--- src/rtl/bcd_pkg.sv ---
`default_nettype none
// +----------------------------------------------------------------------------+
// | Package     : bcd_pkg                                                      |
// | Description : Shared types, constants and helpers for the scanning         |
// |               binary-to-BCD converter (bcd_scan_conv, bcd_dabble_step).    |
// | Revision    : 1.0 - initial release                                        |
// +----------------------------------------------------------------------------+
package bcd_pkg;

  typedef logic [3:0] digit_t;

  // Display code that the 7-segment driver renders as an unlit digit.
  localparam digit_t BLANK_CODE = 4'hF;

  typedef enum logic [1:0] {
    IDLE   = 2'd0,
    SHIFT  = 2'd1,
    COMMIT = 2'd2
  } state_t;

  // Number of decimal digits needed to hold any W-bit binary value.
  // (W*3)/10 + 1 undershoots log10(2) only slightly and is exact for W <= 32.
  function automatic int bcd_int_digits(input int w);
    return (w * 3) / 10 + 1;
  endfunction

endpackage
`default_nettype wire

--- src/rtl/bcd_dabble_step.sv ---
`default_nettype none
// +----------------------------------------------------------------------------+
// | Module      : bcd_dabble_step                                              |
// | Description : One combinational double-dabble iteration: every BCD digit   |
// |               >= 5 gets +3, then {bcd,bin} is shifted left by one bit.     |
// | Revision    : 1.0 - initial release                                        |
// | Ports       : i_bcd [DI*4] - BCD accumulator before the step               |
// |               i_bin [W]    - remaining binary bits (MSB shifts in next)    |
// |               o_bcd [DI*4] - BCD accumulator after the step                |
// |               o_bin [W]    - binary bits after the shift                   |
// +----------------------------------------------------------------------------+
module bcd_dabble_step
  import bcd_pkg::*;
#(
  parameter int DI = 4,
  parameter int W  = 12
) (
  input  logic [DI*4-1:0] i_bcd,
  input  logic [W-1:0]    i_bin,
  output logic [DI*4-1:0] o_bcd,
  output logic [W-1:0]    o_bin
);

  logic [DI*4-1:0] w_adj;

  for (genvar k = 0; k < DI; k++) begin : g_digit
    digit_t w_d;
    assign w_d = i_bcd[k*4 +: 4];
    // Pre-correct so that the following doubling carries into the next digit.
    assign w_adj[k*4 +: 4] = (w_d >= 4'd5) ? w_d + 4'd3 : w_d;
  end

  assign o_bcd = {w_adj[DI*4-2:0], i_bin[W-1]};
  assign o_bin = {i_bin[W-2:0], 1'b0};

endmodule
`default_nettype wire

--- src/rtl/bcd_scan_conv.sv ---
`default_nettype none
// +----------------------------------------------------------------------------+
// | Module      : bcd_scan_conv                                                |
// | Description : Round-robin multi-channel binary-to-BCD converter with       |
// |               overflow saturation, optional leading-zero blanking and      |
// |               per-channel result registers for a 7-segment driver.         |
// | Revision    : 1.0 - initial release                                        |
// | Ports       : clk   - clock, rising edge                                   |
// |               rst_n - asynchronous active-low reset                        |
// |               run   - enable scanning (sampled in IDLE only)               |
// |               vin   - N*W binary inputs, channel c at [c*W +: W]           |
// |               bcd   - N*D*4 results, channel c digit k at [(c*D+k)*4 +: 4] |
// |               upd   - N one-cycle pulses, channel result rewritten         |
// |               ovf   - N flags, last conversion exceeded 10^D-1             |
// |               busy  - conversion in progress (SHIFT or COMMIT)             |
// +----------------------------------------------------------------------------+
module bcd_scan_conv
  import bcd_pkg::*;
#(
  parameter int W     = 12,
  parameter int D     = 4,
  parameter int N     = 2,
  parameter bit BLANK = 1'b0
) (
  input  logic             clk,
  input  logic             rst_n,
  input  logic             run,
  input  logic [N*W-1:0]   vin,
  output logic [N*D*4-1:0] bcd,
  output logic [N-1:0]     upd,
  output logic [N-1:0]     ovf,
  output logic             busy
);

  localparam int c_DI   = bcd_int_digits(W);
  // Padded digit count so saturation and extraction work whether D is
  // smaller or larger than the internal digit count.
  localparam int c_DP   = (D > c_DI) ? D : c_DI;
  localparam int c_CHW  = (N > 1) ? $clog2(N) : 1;
  localparam int c_CNTW = 6;

  state_t             r_state;
  state_t             w_state_nxt;
  logic [c_CHW-1:0]   r_ch;
  logic [W-1:0]       r_bin;
  logic [W-1:0]       w_bin_step;
  logic [W-1:0]       w_vin_sel;
  logic [c_DI*4-1:0]  r_acc;
  logic [c_DI*4-1:0]  w_acc_step;
  logic [c_CNTW-1:0]  r_cnt;
  logic [N*D*4-1:0]   r_bcd;
  logic [N-1:0]       r_upd;
  logic [N-1:0]       r_ovf;
  logic [c_DP*4-1:0]  w_pad;
  logic [D*4-1:0]     w_res;
  logic               w_sat;
  logic               w_lead;

  bcd_dabble_step #(
    .DI (c_DI),
    .W  (W)
  ) u_step (
    .i_bcd (r_acc),
    .i_bin (r_bin),
    .o_bcd (w_acc_step),
    .o_bin (w_bin_step)
  );

  // Input channel mux.
  always_comb begin
    w_vin_sel = '0;
    for (int c = 0; c < N; c++) begin
      if (r_ch == c_CHW'(c)) w_vin_sel = vin[c*W +: W];
    end
  end

  // State register.
  always_ff @(posedge clk or negedge rst_n) begin
    if (!rst_n) r_state <= IDLE;
    else        r_state <= w_state_nxt;
  end

  // Next-state logic.
  always_comb begin
    w_state_nxt = r_state;
    case (r_state)
      IDLE:    if (run) w_state_nxt = SHIFT;
      SHIFT:   if (r_cnt == c_CNTW'(1)) w_state_nxt = COMMIT;
      COMMIT:  w_state_nxt = IDLE;
      default: w_state_nxt = IDLE;
    endcase
  end

  // Conversion datapath and channel pointer.
  always_ff @(posedge clk or negedge rst_n) begin
    if (!rst_n) begin
      r_ch  <= '0;
      r_bin <= '0;
      r_acc <= '0;
      r_cnt <= '0;
    end else begin
      case (r_state)
        IDLE: begin
          if (run) begin
            r_bin <= w_vin_sel;
            r_acc <= '0;
            r_cnt <= c_CNTW'(W);
          end
        end
        SHIFT: begin
          r_bin <= w_bin_step;
          r_acc <= w_acc_step;
          r_cnt <= r_cnt - c_CNTW'(1);
        end
        COMMIT: begin
          r_ch <= (r_ch == c_CHW'(N - 1)) ? '0 : r_ch + c_CHW'(1);
        end
        default: ;
      endcase
    end
  end

  // Saturation and blanking of the finished accumulator.
  always_comb begin
    w_pad              = '0;
    w_pad[c_DI*4-1:0]  = r_acc;
    w_sat              = 1'b0;
    w_lead             = 1'b1;
    for (int k = D; k < c_DP; k++) begin
      if (w_pad[k*4 +: 4] != 4'd0) w_sat = 1'b1;
    end
    w_res = w_pad[D*4-1:0];
    if (w_sat) begin
      w_res = {D{4'h9}};
    end else if (BLANK) begin
      // Walk down from the top digit; units digit is always shown.
      for (int k = D - 1; k >= 1; k--) begin
        if (w_res[k*4 +: 4] != 4'd0) w_lead = 1'b0;
        if (w_lead) w_res[k*4 +: 4] = BLANK_CODE;
      end
    end
  end

  // Output registers: only the committing channel is rewritten.
  always_ff @(posedge clk or negedge rst_n) begin
    if (!rst_n) begin
      r_bcd <= '0;
      r_upd <= '0;
      r_ovf <= '0;
    end else begin
      r_upd <= '0;
      if (r_state == COMMIT) begin
        for (int c = 0; c < N; c++) begin
          if (r_ch == c_CHW'(c)) begin
            r_bcd[c*D*4 +: D*4] <= w_res;
            r_ovf[c]            <= w_sat;
            r_upd[c]            <= 1'b1;
          end
        end
      end
    end
  end

  assign bcd  = r_bcd;
  assign upd  = r_upd;
  assign ovf  = r_ovf;
  assign busy = (r_state == SHIFT) || (r_state == COMMIT);

endmodule
`default_nettype wire
--- config.mk ---
export PLATFORM = sky130hd
export DESIGN_NAME = bcd_scan_conv
export DESIGN_NICKNAME = d
export VERILOG_FILES = /design/src/rtl/bcd_pkg.sv /design/src/rtl/bcd_dabble_step.sv /design/src/rtl/bcd_scan_conv.sv
export SDC_FILE = /design/constraint.sdc
export NUM_CORES = 1
export LEC_CHECK = 0
export CAP_MARGIN = 20
export CORE_ASPECT_RATIO = 1.25
export CORE_UTILIZATION = 45
export DETAILED_ROUTE_END_ITERATION = 10
export PLACE_DENSITY_LB_ADDON = 0.15
export RECOVER_POWER = 25
export SLEW_MARGIN = 20
export SYNTH_ARGS = -nofsm -noshare
export SYNTH_HDL_FRONTEND = slang
export SYNTH_SLANG_ARGS = --single-unit
--- constraint.sdc ---
create_clock -name clk -period 3.4 [get_ports clk]
set_clock_uncertainty 0.1 [all_clocks]
set_input_delay 0.34 -clock clk [delete_from_list [all_inputs] [get_ports clk]]
set_output_delay 0.34 -clock clk [all_outputs]
set_load 0.005 [all_outputs]
; Yosys cells after proc, flatten, opt, wreduce, memory -nomap -nowiden
; Index checks and enable logic that the tools add are counted.
[word_totals]
n_memories = 0
in_bits = 27
latchBits = 0
ram_bits = 0
regBits = 71
output_inout_bits = 37
wordCells = 49
rom_bits = 0
[classes]
n_bitwise = 1
n_mux = 18
n_eq_ne = 5
n_shift = 0
n_mul = 0
div_mod_pow = 0
order_cmp = 4
reduce_logical = 7
n_addsub = 6
[op_table]
columns = op, count
row1 = $pmux 16 s2, 1
row2 = $mux 12, 2
row3 = $pmux 12 s2, 1
row4 = $ge 4x3->1 const B, 4
row5 = $mux 16, 1
row6 = $add 4x2->4 const B, 3
row7 = $mux 4, 3
row8 = $pmux 6 s2, 1
row9 = $reduce_and 2->1, 4
row10 = $eq 6x1->1 const B, 1
row11 = $mux 2, 3
row12 = $mux 6, 1
row13 = $sub 6x1->6 const B, 1
row14 = $ne 2x2->1 const B, 2
row15 = $pmux 2 s2, 1
row16 = $add 3x2->3 const B, 1
row17 = $mux 1, 3
row18 = $mux 3, 1
row19 = $eq 2x1->1 const B, 1
row20 = $eq 2x2->1 const B, 1
row21 = $logic_not 2->1, 1
row22 = $reduce_bool 2->1, 1
row23 = $add 1x1->1 const B, 1
row24 = $logic_or 1x1->1, 1
row25 = $not 1->1, 1

; Logic depth before layout (Yosys ltp)
[logic_depth]
ltp_word = 3
ltp_mapped = 7
mapped_depth_nobuf = 6

; By module
; A second synthesis with hierarchy kept.
[unflattened]
cells_unflattened = 308
hier_area_um2 = 3549.7
[modules_own_cells]
columns = mod, seq_area_each_um2, instances, area_per_inst_um2, cells_each
row1 = bcd_scan_conv, 1776.7, 1, 3062.9, 234
row2 = bcd_dabble_step, 0.0, 1, 486.7, 74

; Worst setup path before layout
; No wires, ideal clock.
[synth_timing]
kind = register to register
start = reg r_cnt[2]
end = reg r_cnt[5]
setup_slack_ns = 1.744
setup_time_ns = 0.121
arrival_time_ns = 1.435
period_less_slack_ns = 1.656
stages_incl_launch_ff = 5
n_path_buf = 0
path_cell_list = dfrtp_1 -> or3_4 -> nor3_2 -> mux2_2 -> a22o_2
[synth_via]
elab_chain_cells = 2
[synth_rtl]
columns = element, line_no
row1 = start: declaration, bcd_scan_conv.sv:50  ; logic [c_CNTW-1:0] r_cnt;
row2 = start signal: assignment, bcd_scan_conv.sv:107  ; r_cnt <= c_CNTW'(W);
row3 = start signal: assignment, bcd_scan_conv.sv:113  ; r_cnt <= r_cnt - c_CNTW'(1);
row4 = $sub 6x1->6, bcd_scan_conv.sv:113
row5 = $pmux 6 s2, bcd_scan_conv.sv:102  ; case (r_state)
; No other way between the ends.
; A chain may end at the register's enable or synchronous reset.

==> reports/metrics.yaml <==
outcome: "finished with violations"
violations: "max-capacitance violations, max-slew violations"
drv_slew: 72
relSlewSlack_pct: -14.3
setup-tns-final_ns: 0
fillCellCount: 615
max_freq_mhz: 456
post-route-min-period_ns: 2.19
multi_input_gate_area_in_the_final_layout_mm2: 0.00143
place_ws_ns: 1.13
gr-usage-all-layers_pct: 18.9
drt_pass1_iterations: 4
clock_tree_from_tritoncts: "built"
leakagePower_nw: 1.88
synthArstFlopShare_pct: 100
wirelength_mm: 6.43
final_common_cell: "sky130_fd_sc_hd__dfrtp_1"
seq_area_mm2: 0.00178
worst_setup_path_end_kind: "async pin"
ys_types: 40
synth-edff-count: 0
antenna_found_initial: 0
clk_pin_slew_ns: 0.07
worst_hold_slack_ns: 0.381
critical_path_class: "in -> async"
crit_path_start_kind: "primary input"
finalCritPeriodShare_pct: 64.5
die_w_um: 79.4
place.port_buffers: 61
core_region_area_mm2: 0.00710
worst_case_vdd_ir_drop_mv: 0.498
yosysTopAreaCellShare_pct: 52.7
finalSetupViolCount: 0
clock_path_buffers: 2
detailed_place.area_mm2: 0.00406
rows: 34
first_pass_grt_wire_length_mm: 11.5
detail-route-antenna-nets: 0
dieHeight_um: 98.8
grt_pass1_vias: 2516
final_layout_size_suffix_gt1_share_pct: 12.7
antenna_cells: 0
htree_num_levels: 3
cp_data_required_time_ns: 3.43
hold_viol_final: 0
unrepaired_setup_endpoints_after_global_routing: "no"
fp.dieArea_mm2: 0.00785
clock_sinks: 71
totalPowerFinal_w: 0.00298
synth.yosys.seq_area_share_pct: 52.7
detailed_route_iter0_violations: 92
layout.cells.most_common_list: "71 x sky130_fd_sc_hd__dfrtp_1, 60 x sky130_fd_sc_hd__clkdlybuf4s50_1, 25 x sky130_fd_sc_hd__nand2_1"
timing.max_cap.violations: 1
floorplan.initialDensity_pct: 47.5
postSynthRegisterBits: 71
drc: 0
min-delay-path-class: "reg -> reg"
cp_max_fo: 71
cts_root_buffer: "sky130_fd_sc_hd__clkbuf_8"
routed_via_density: 5.24
worst_ep_arrival_time_ns: 2.22
finalWeightedCongestion: 0.789
synthDominantAreaCellType: "sky130_fd_sc_hd__dfrtp_1"
synthFlopType: "sky130_fd_sc_hd__dfrtp_1"
cts_inserted_buffers: 9
syn_area_per_cell_um2: 10.9
vias: 2446
synth_area_leaders: "sky130_fd_sc_hd__dfrtp_1 53%, sky130_fd_sc_hd__mux2_2 6.0%, sky130_fd_sc_hd__ha_1 4.8%"
finalWorstSetupSlack_ns: 1.21
max_slew.worst_pin.slew_ns: 1.72
design.portCount: 64
wire_per_inst_um: 13.8
clk_latency_ns: 0.35
synth_area_mm2: 0.00337
area_delta_synth_final_pct: 26.6
ys_warn_count: 0
final_area_mm2: 0.00427
postSynthCellCount: 309
gr_ovfl_total: 0
powerDensity_mw_per_mm2: 697
layout.nets: 412
place_hpwl_mm: 4.53
grt_start_max_net_pins: 72
## timing repair
| item | 4_1_cts | 5_1_grt |
|---|---|---|
| resized for setup | 0 | 0 |
| hold endpoints to repair | 71 | 0 |
| setup buffers | 0 | 0 |
| hold buffers | 1 | 0 |
## logic make-up after synthesis
kind of cell             share of synthesized area, %
other                                           0.111
AND/OR/NAND/NOR                                  9.20
flip-flops                                       52.7
multiplexers                                     10.5
adder cells (fa/ha/maj)                          4.82
AO/OA/AOI/OAI                                    16.4
XOR/XNOR                                         1.30
buffers and inverters                            5.01
## critical path: stages
cell and delay, ns:
sky130_fd_sc_hd__dlygate4sd3_1 0.52, sky130_fd_sc_hd__buf_2 0.09, sky130_fd_sc_hd__clkbuf_2 1.23
## cell usage after synthesis, types with 4 or more instances
cell type and count:
sky130_fd_sc_hd__a32o_1 4, sky130_fd_sc_hd__dfrtp_1 71, sky130_fd_sc_hd__o21ai_0 24, sky130_fd_sc_hd__o31ai_1 6, sky130_fd_sc_hd__mux2i_1 15, sky130_fd_sc_hd__nand2b_1 7
sky130_fd_sc_hd__nor2_1 16, sky130_fd_sc_hd__o22ai_1 16, sky130_fd_sc_hd__a211oi_1 9, sky130_fd_sc_hd__inv_1 14, sky130_fd_sc_hd__a21oi_1 20, sky130_fd_sc_hd__ha_1 13
sky130_fd_sc_hd__nand3_1 5, sky130_fd_sc_hd__xnor2_1 4, sky130_fd_sc_hd__mux2_2 18, sky130_fd_sc_hd__nand2_1 25, sky130_fd_sc_hd__buf_2 10, sky130_fd_sc_hd__clkbuf_1 4
## per-stage QoR
step / util, % / std cells
2_1_floorplan: - / 310
3_3_place_gp: 57.1 / 450
3_5_place_dp: 57.1 / 450
4_1_cts: 60.3 / 467
5_1_grt: 60.1 / 467
6_report: 60.1 / 467
## layer usage
metal	GRT usage [%]	part of all wire (%)	vias to the layer above
li1	-	-	1223
met1	24.2	46	1157
met2	30.6	49	56
met3	3.06	3.2	10
met4	9.65	1.7	0
met5	0	0	-
## registers in the layout, summed over array words and instances, names as in the netlist
signal / cells
r_ch: 1
upd: 2
r_state: 2
r_bin: 12
bcd: 32
r_acc: 16
r_cnt: 6
## report_power, final
| group | internal [W] | total, W | switching, W |
|---|---|---|---|
| combinational | 0.000465 | 0.00104 | 0.000574 |
| clock | 0.000418 | 0.000748 | 0.000329 |
| sequential | 0.00102 | 0.00119 | 0.000167 |
| total | 0.00191 | 0.00298 | 0.00107 |
## final cells by class
cell class	instances	area share, %
Timing Repair Buffer	70	15.8
Inverter	15	1.32
Multi-Input combinational cell	205	33.5
Clock inverter	6	2.17
Tap cell	90	2.64
Sequential cell	71	41.6
Clock buffer	10	2.99
## worst paths after layout
| check | from | endpoint | slack, ns | depth (start not counted) |
|---|---|---|---|---|
| worst max-delay path | rst_n | bcd[8] | 1.21 | 3 |
| worst min-delay path | bcd[5] | bcd[5] | 0.38 | 2 |
| worst max register to register | r_state[0] | r_acc[3] | 1.37 | 7 |
| worst min register to register | bcd[5] | bcd[5] | 0.38 | 2 |
| max in group clk | r_state[0] | r_acc[3] | 1.37 | 7 |
| min in group asynchronous | rst_n | bcd[3] | 0.96 | 3 |
No activity file was read; power rests on OpenSTA's default activity.
